### src/rtl/cdl_rdback.sv
// cdl_rdback: read-back responder for a small CDL register bank.
//
// The hardware side updates registers through a simple write port. A host
// reads them back over a request/valid/ready handshake. Each read goes
// IDLE -> FETCH -> RESP. The response is a snapshot that is held until the
// host accepts it.
//
// Ports:
//   clk       clock, all logic on posedge
//   reset     asynchronous, active-high reset
//   hw_we     hardware write enable
//   hw_addr   hardware write address (writes with hw_addr >= NREG are dropped)
//   hw_wdata  hardware write data
//   rd_req    read request, sampled only while idle
//   rd_addr   read address, sampled with rd_req
//   rd_busy   responder is not idle
//   rd_vld    response valid
//   rd_data   read data, held while rd_vld=1 and after the handshake
//   rd_err    read address was out of range
//   rd_rdy    host accepts the response
//   rd_cnt    saturating count of completed reads (error reads included)
module cdl_rdback #(
    parameter int              NREG      = 8,
    parameter int              AW        = 3,
    parameter int              DW        = 8,
    parameter logic [DW-1:0]   RESET_VAL = '0
) (
    input  logic          clk,
    input  logic          reset,
    input  logic          hw_we,
    input  logic [AW-1:0] hw_addr,
    input  logic [DW-1:0] hw_wdata,
    input  logic          rd_req,
    input  logic [AW-1:0] rd_addr,
    output logic          rd_busy,
    output logic          rd_vld,
    output logic [DW-1:0] rd_data,
    output logic          rd_err,
    input  logic          rd_rdy,
    output logic [7:0]    rd_cnt
);

    typedef enum logic [1:0] {
        IDLE  = 2'd0,
        FETCH = 2'd1,
        RESP  = 2'd2
    } state_t;

    state_t        state_reg, state_next;
    logic [AW-1:0] addr_reg;
    logic [DW-1:0] data_reg;
    logic          err_reg;
    logic [7:0]    cnt_reg;
    logic [DW-1:0] regs [NREG];

    logic          fetch_in_range;
    logic [DW-1:0] reg_rd;
    logic [DW-1:0] fetch_data;

    // Register bank. Only addresses that match an existing register are
    // written, so out-of-range writes fall through silently.
    always_ff @(posedge clk or posedge reset) begin
        if (reset) begin
            for (int i = 0; i < NREG; i++) begin
                regs[i] <= RESET_VAL;
            end
        end else begin
            for (int i = 0; i < NREG; i++) begin
                if (hw_we && (hw_addr == AW'(i))) begin
                    regs[i] <= hw_wdata;
                end
            end
        end
    end

    // The extra bit avoids a wrap when NREG == 2**AW.
    assign fetch_in_range = ({1'b0, addr_reg} < (AW+1)'(NREG));

    always_comb begin
        reg_rd = '0;
        for (int i = 0; i < NREG; i++) begin
            if (addr_reg == AW'(i)) begin
                reg_rd = regs[i];
            end
        end
    end

    // A write landing on the captured address in the FETCH cycle would only
    // reach the bank on the same edge as the capture. Forward it so the read
    // returns the newest value.
    assign fetch_data = (hw_we && (hw_addr == addr_reg)) ? hw_wdata : reg_rd;

    always_comb begin
        state_next = state_reg;
        case (state_reg)
            IDLE:    if (rd_req) state_next = FETCH;
            FETCH:   state_next = RESP;
            RESP:    if (rd_rdy) state_next = IDLE;
            default: state_next = IDLE;
        endcase
    end

    always_ff @(posedge clk or posedge reset) begin
        if (reset) begin
            state_reg <= IDLE;
            addr_reg  <= '0;
            data_reg  <= '0;
            err_reg   <= 1'b0;
            cnt_reg   <= '0;
        end else begin
            state_reg <= state_next;
            if ((state_reg == IDLE) && rd_req) begin
                addr_reg <= rd_addr;
            end
            if (state_reg == FETCH) begin
                data_reg <= fetch_in_range ? fetch_data : '0;
                err_reg  <= !fetch_in_range;
            end
            if ((state_reg == RESP) && rd_rdy && (cnt_reg != 8'hFF)) begin
                cnt_reg <= cnt_reg + 8'd1;
            end
        end
    end

    // These are decoded straight from the state register, so an asynchronous
    // reset drops them at once, without waiting for a clock edge.
    assign rd_busy = (state_reg != IDLE);
    assign rd_vld  = (state_reg == RESP);
    assign rd_data = data_reg;
    assign rd_err  = err_reg;
    assign rd_cnt  = cnt_reg;

endmodule
### config.mk
export PLATFORM = sky130hd
export DESIGN_NAME = cdl_rdback
export DESIGN_NICKNAME = d
export VERILOG_FILES = /design/src/rtl/cdl_rdback.sv
export SDC_FILE = /design/constraint.sdc
export NUM_CORES = 1
export LEC_CHECK = 0
export ABC_AREA = 0
export ABC_CLOCK_PERIOD_IN_PS = 2600
export CAP_MARGIN = 20
export CORE_ASPECT_RATIO = 0.5
export CORE_MARGIN = 2
export CORE_UTILIZATION = 45
export DETAILED_ROUTE_END_ITERATION = 8
export HOLD_SLACK_MARGIN = 0.03
export PLACE_DENSITY_LB_ADDON = 0.15
export SYNTH_ARGS = -nofsm -noshare
export SYNTH_HDL_FRONTEND = slang
export SYNTH_SLANG_ARGS = --single-unit
export TNS_END_PERCENT = 20
### constraint.sdc
create_clock -name clk -period 2.6 [get_ports clk]
set_clock_uncertainty 0.05 [all_clocks]
set_input_delay 0.52 -clock clk [delete_from_list [all_inputs] [get_ports clk]]
set_output_delay 0.52 -clock clk [all_outputs]
set_load 0.01 [all_outputs]
==> results.tsv, run 1 <==
metric	value	unit
status	completed	
cts_buffers	9	
die_h	71.1	µm
p_leak	2.12	nW
gp_congestion	0.827	
largest_reg_flops	64	
port_buffers	36	
worst_setup_path_start_kind	flop	
cts_hold_buffers	0	
fin_ws	0.482	ns
dieWidth	138	µm
postSynthAreaPerCell	12.9	µm²
ys_seq_elements	85	
r2r_end	rd_data[2]	
post_cts_buffers	0	
ys_warn_count	0	
fin_hold_ws	0.448	ns
drv_cap	0	
startpoint	state_reg[0]	
cts.sinks	85	
place_area	0.00463	mm²
syn_inst	315	
synth_fa_ha_area_share	0.309	%
synthSimpleGateAreaFrac	10.3	%
grt_pass1_wl	15.4	mm
power.density	1060	mW/mm²
viasPerCell	5.66	
peakVddDrop	414	µV
grt.total_usage	20.7	%
synth_compound_area_share	6.73	%
grt_pass1_vias	2877	
post-dp-hpwl	6.42	mm
start_util	46.4	%
wire_per_inst	19.4	µm
synth_seq_area_share	52.5	%
design_area	0.00500	mm²
critPathCaptureType	output port	
synthMuxAreaShare	25.2	%
fp-row-count	24	
drtIter0Drc	203	
hold_path_depth	1	
rsz0062_at_grt	no	
grt_max_degree	39	
postRouteAntennaNets	0	
tns	0	ns
tritoncts	done	
postLayoutCoreUtil	57.2	%
nets	383	
cts_htree_levels	3	
relSlewSlack	61.7	%
finalCritPeriodShare	81.5	%
dieArea	0.00982	mm²
r2r-start	addr_reg[1]	
synth_cell_types	40	
dp_slack	0.215	ns
antenna_found_initial	0	
synthXorXnorAreaFrac	2.16	%
syn_to_final_growth	23.4	%
synth_top_family_by_area	multiplexers	
vias	2744	
worst_pin_slew	0.575	ns
drc_errors	0	
min_period	2.12	ns
n_antenna_cell	0	
r2r_cells	6	
synth.cell_area	0.00405	mm²
hold_path.class	flop to flop	
path_clk_slew	0.06	ns
drv_slew	0	
hold_end	regs[3]	
cts_max_path_buffers	2	
worst_ep_required_time	2.03	ns
rrSetupSlack	0.64	ns
grt_overflow_total	0	
criticalPathCategory	flop to output port	
hold_viol	0	
mappedNetlistNets	335	
setup_viol	0	
hp-start	regs[3]	
core_region_area	0.00874	mm²
drive_above_1_share	29.9	%
io-pin-count	38	
drtPass1Iterations	4	
ctsRootBufferMaster	clkbuf_16	
arrival	1.55	ns
insertion_delay	0.34	ns
drt-total-wl	9.43	mm
cts-resized-gates	0	
max_freq	472	MHz
regMostFlops	regs	
cp_max_fo	5	
==> worst max-delay path by stage <==
stage                            end  slack (ns)  depth (start not counted)
after floorplan             regs[56]        0.86                          4
after global placement    rd_data[1]        0.28                          5
after detailed placement  rd_data[6]        0.21                          5
after CTS                    rd_busy        0.47                          2
after global routing      rd_data[6]        0.45                          5
final                        rd_busy        0.48                          2
==> critical path, cell delays in order, from the launching register on <==
cell and delay, ns:
dfrtp_1 0.41, or2_2 0.32, clkdlybuf4s50_1 0.48
==> cell usage after synthesis (all sizes together) <==
cell type	n	area share, %
mux2i	16	4.0
dfrtp	85	53
o2111ai	1	0.22
nand2	7	0.65
and2	1	0.15
nor2b	9	1.4
a21oi	1	0.12
xor2	2	0.43
o311ai	1	0.22
mux4	4	2.6
o21ai	15	1.9
xnor2	8	1.7
or2b	1	0.19
nor2	14	1.3
nor3	10	1.5
nand3	2	0.25
nand4	4	0.62
clkbuf	3	0.28
nand4b	3	0.65
buf	14	2.0
inv	5	0.46
nor3b	2	0.93
conb	1	0.093
a41oi	1	0.40
o21bai	5	0.93
nand2b	8	1.4
a211oi	12	2.2
mux2	67	19
nand3b	1	0.19
and4	2	0.43
ha	1	0.31
or2	2	0.31
o22ai	5	0.77
and3	2	0.31
==> metrics by stage <==
stage	power [mW]	std cells
3_5_place_dp	3.72	469
2_1_floorplan	3.08	315
5_1_grt	5.56	485
3_3_place_gp	3.66	469
6_report	5.28	485
4_1_cts	5.32	485
==> kinds of logic (layout without fill, tap and decap cells) <==
logic type                 count (synthesis)  count (layout)
buffers and inverters                     22              75
AOI/OAI and AO/OA                         41              41
other                                      1               1
muxes                                     87              87
adders and majority gates                  1               1
and+or+nand+nor                           68              68
DFF                                       85              85
xor gates and xnor gates                  10              10
==> layer usage <==
metal / wire length (µm) / vias up / global-route usage, %
li1: - / 1244 / -
met1: 4490 / 1420 / 28.2
met2: 4440 / 74 / 33.1
met3: 458 / 6 / 6.57
met4: 39 / 0 / 4.65
met5: 0 / - / 0
==> placed cells by master (no fill, tap or decap), types with 2 or more instances in the layout <==
master / instances
a211oi_1: 12
and3_1: 2
and4_1: 2
buf_12: 2
buf_4: 16
bufinv_16: 4
clkbuf_16: 9
clkdlybuf4s50_1: 36
dfrtp_1: 85
inv_1: 4
mux2_2: 67
mux2i_1: 16
mux4_1: 4
nand2_1: 7
nand2b_1: 7
nand3_1: 2
nand4_1: 4
nand4b_1: 3
nor2_1: 14
nor2b_1: 9
nor3_1: 8
nor3_2: 2
nor3b_4: 2
o21ai_0: 13
o21ai_1: 2
o21bai_1: 5
o22ai_1: 5
or2_2: 2
xnor2_1: 8
xor2_1: 2
==> cell type report <==
type	count	area, µm²
fillers	711	3740
inverters	5	22.5
flip-flops and latches	85	2130
clock buffers	10	239
well taps	117	146
multi-input cells	208	1810
repair buffers	54	520
clock inverters	6	134
==> power by group <==
part	internal [mW]	switching, mW
clock	1.06	0.521
sequential	1.67	0.316
combinational	0.927	0.785
No activity file was read; power rests on OpenSTA's default activity.
==> run 2, diff against run 1 <==
--- a/config.mk
+++ b/config.mk
@@ -6,7 +6,7 @@
 export NUM_CORES = 1
 export LEC_CHECK = 0
 export ABC_AREA = 0
-export ABC_CLOCK_PERIOD_IN_PS = 2600
+export ABC_CLOCK_PERIOD_IN_PS = 1800
 export CAP_MARGIN = 20
 export CORE_ASPECT_RATIO = 0.5
 export CORE_MARGIN = 2
==> constraint.sdc (replaced) <==
create_clock -name clk -period 1.8 [get_ports clk]
set_clock_uncertainty 0.05 [all_clocks]
set_input_delay 0.36 -clock clk [delete_from_list [all_inputs] [get_ports clk]]
set_output_delay 0.36 -clock clk [all_outputs]
set_load 0.01 [all_outputs]
==> run 2 against run 1 <==
- first-iteration DRC count fell by 26%
- sequential share of layout area shrank 1.2 points
- combinational power rose by 60%
- setup slack got worse by 0.46 ns
- count of clock-buffer cells in the layout up 3
- critical endpoint is now rd_data[5]
==> results.tsv, run 2 (synthesized netlist as in run 1, its figures left out) <==
metric	value	unit	change
drtIter0Drc	151		-26%
drt-total-wl	9.30	mm	-1.4%
drv_slew	0		unchanged
syn_to_final_growth	27.2	%	
dieWidth	138	µm	unchanged
fin_ws	0.0253	ns	-0.457 ns
p_int	5.20	mW	+42%
grt_pass1_wl	15.4	mm	-0.18%
dieArea	0.00982	mm²	unchanged
crit_chain	buf_4 > or2_2 > o22ai_1 > a211oi_1 > a211oi_1		
ctsRootBufferMaster	clkbuf_16		
worst_setup_path_start_kind	flop		
drive_above_1_share	33.4	%	+3.5 points
gp_congestion	0.794		-4.0%
wl_met3	550	µm	+20%
grt_pass1_vias	2884		+0.24%
critPathBufInv	1		unchanged
post_cts_buffers	0		unchanged
drtPass1Iterations	4		unchanged
port_buffers	36		unchanged
io-pin-count	38		unchanged
path_common_cell	a211oi_1		
p_leak	2.21	nW	+4.3%
grt.total_usage	20.7	%	+0.039 points
cts_buffers	9		unchanged
vias	2770		+0.95%
dp_slack	-0.224	ns	-0.439 ns
finalCritPeriodShare	98.6	%	
power.density	1470	mW/mm²	+39%
tritoncts	done		
post-dp-hpwl	6.47	mm	+0.73%
path_clk_slew	0.06	ns	about the same
peakVddDrop	626	µV	+51%
power_frac_seq	37.0	%	-0.6 points
stdcell_count	500		+3.1%
min_period	1.77	ns	
setup_viol	0		unchanged
core_region_area	0.00874	mm²	unchanged
nets	398		+3.9%
swShare	31.2	%	+0.52 points
cp_max_fo	6		+1
crit_slowest_cell	dfrtp_2		
antenna_found_initial	0		unchanged
worst_ep_required_time	1.99	ns	-0.04 ns
largest_reg_flops	64		unchanged
cts_max_path_buffers	2		unchanged
cts.sinks	85		unchanged
drv_cap	0		unchanged
power_frac_clock	26.7	%	-3.3 points
relSlewSlack	66.4	%	+4.7 points
cts_htree_levels	3		unchanged
combPwrFrac	36.2	%	+3.8 points
wire_per_inst	18.6	µm	-4.4%
hold_viol	0		unchanged
hold_path.class	input pin to asynchronous set/reset pin		
final_common_cell	dfrtp_1		
start_util	46.4	%	unchanged
status	completed		
grt_max_degree	62		+59%
arrival	1.97	ns	+0.42 ns
regMostFlops	regs		
drc_errors	0		unchanged
power.switching	2.36	mW	+46%
rsz0062_at_grt	yes		
fp-row-count	24		unchanged
postRouteAntennaNets	0		unchanged
die_h	71.1	µm	unchanged
viasPerCell	5.54		-2.1%
critPathCaptureType	flop		
final_cell_mix	83 x dfrtp_1, 67 x mux2_2, 34 x clkdlybuf4s50_1		
max_freq	563	MHz	
cpLargestDelayFamily	compound AO/OA/AOI/OAI gates		
worst_pin_slew	0.505	ns	-0.0702 ns
insertion_delay	0.34	ns	about the same
top_layer_used	met4		
dr_wl_met2	4.26	mm	-4.2%
grt_overflow_total	0		unchanged
n_antenna_cell	0		unchanged
slowest_delay	0.50	ns	+0.02 ns
wl_met1	4.39	mm	-2.3%
criticalPathCategory	flop to flop		
dp_cells	484		+3.2%
## run 2: stage by stage
stage | setup TNS, ns | hold WS, ns | utilization (%) | total power [mW] | cell area, µm²
after floorplan | 0 | 0.418 | - | 4.45 | 4060
after global placement | -7.40 | 0.425 | 55.0 | 5.46 | 4800
after detailed placement | -10.44 | 0.436 | 55.0 | 5.55 | 4800
after CTS | 0 | 0.444 | 58.7 | 7.58 | 5130
after global routing | -0.169 | 0.465 | 59.0 | 8.00 | 5150
final | 0 | 0.420 | 59.0 | 7.56 | 5150
## run 2: path summary, 6_finish.rpt
path | from | endpoint | slack (ns) | cells past startpoint
setup / recovery | addr_reg[2] | rd_data[5] | 0.03 | 5
hold / removal | reset | regs[15] | 0.42 | 3
setup reg to reg | addr_reg[2] | rd_data[5] | 0.03 | 5
hold reg to reg | rd_data[3] | rd_data[3] | 0.45 | 2
max in group asynchronous | reset | addr_reg[2] | 0.98 | 3
min in group clk | rd_data[3] | rd_data[3] | 0.45 | 2
## run 2: repair_timing
item	in CTS	in global routing
hold buffers	0	0
setup endpoints to repair	8	7
pin swaps	0	1
gates resized for setup	3	4
## run 2: worst min-delay path, cell delays in order
cell	delay, ns
clkdlybuf4s50_1	0.44
clkinvlp_4	0.11
buf_12	0.28
## run 2: power by group through the flow
stage	logic (mW)	registers, mW	clock network [mW]
2_1_floorplan	1.72	2.72	0
3_3_place_gp	2.66	2.80	0
6_report	2.74	2.80	2.02
3_5_place_dp	2.72	2.82	0
4_1_cts	2.71	2.80	2.07
5_1_grt	3.00	2.86	2.14
## run 2: area by class of cell
| class | count | area (µm²) |
|---|---|---|
| Fill cell | 702 | 3590 |
| Sequential cell | 85 | 2130 |
| Multi-Input combinational cell | 208 | 1830 |
| Timing Repair Buffer | 69 | 693 |
| Clock buffer | 13 | 260 |
| Tap cell | 117 | 146 |
| Clock inverter | 3 | 67.6 |
| Inverter | 5 | 22.5 |
## run 2: routing by layer
metal | track usage (%) | up-vias
li1 | - | 1261
met1 | 28.0 | 1432
met2 | 33.4 | 65
met3 | 6.09 | 12
met4 | 5.44 | 0
met5 | 0 | -
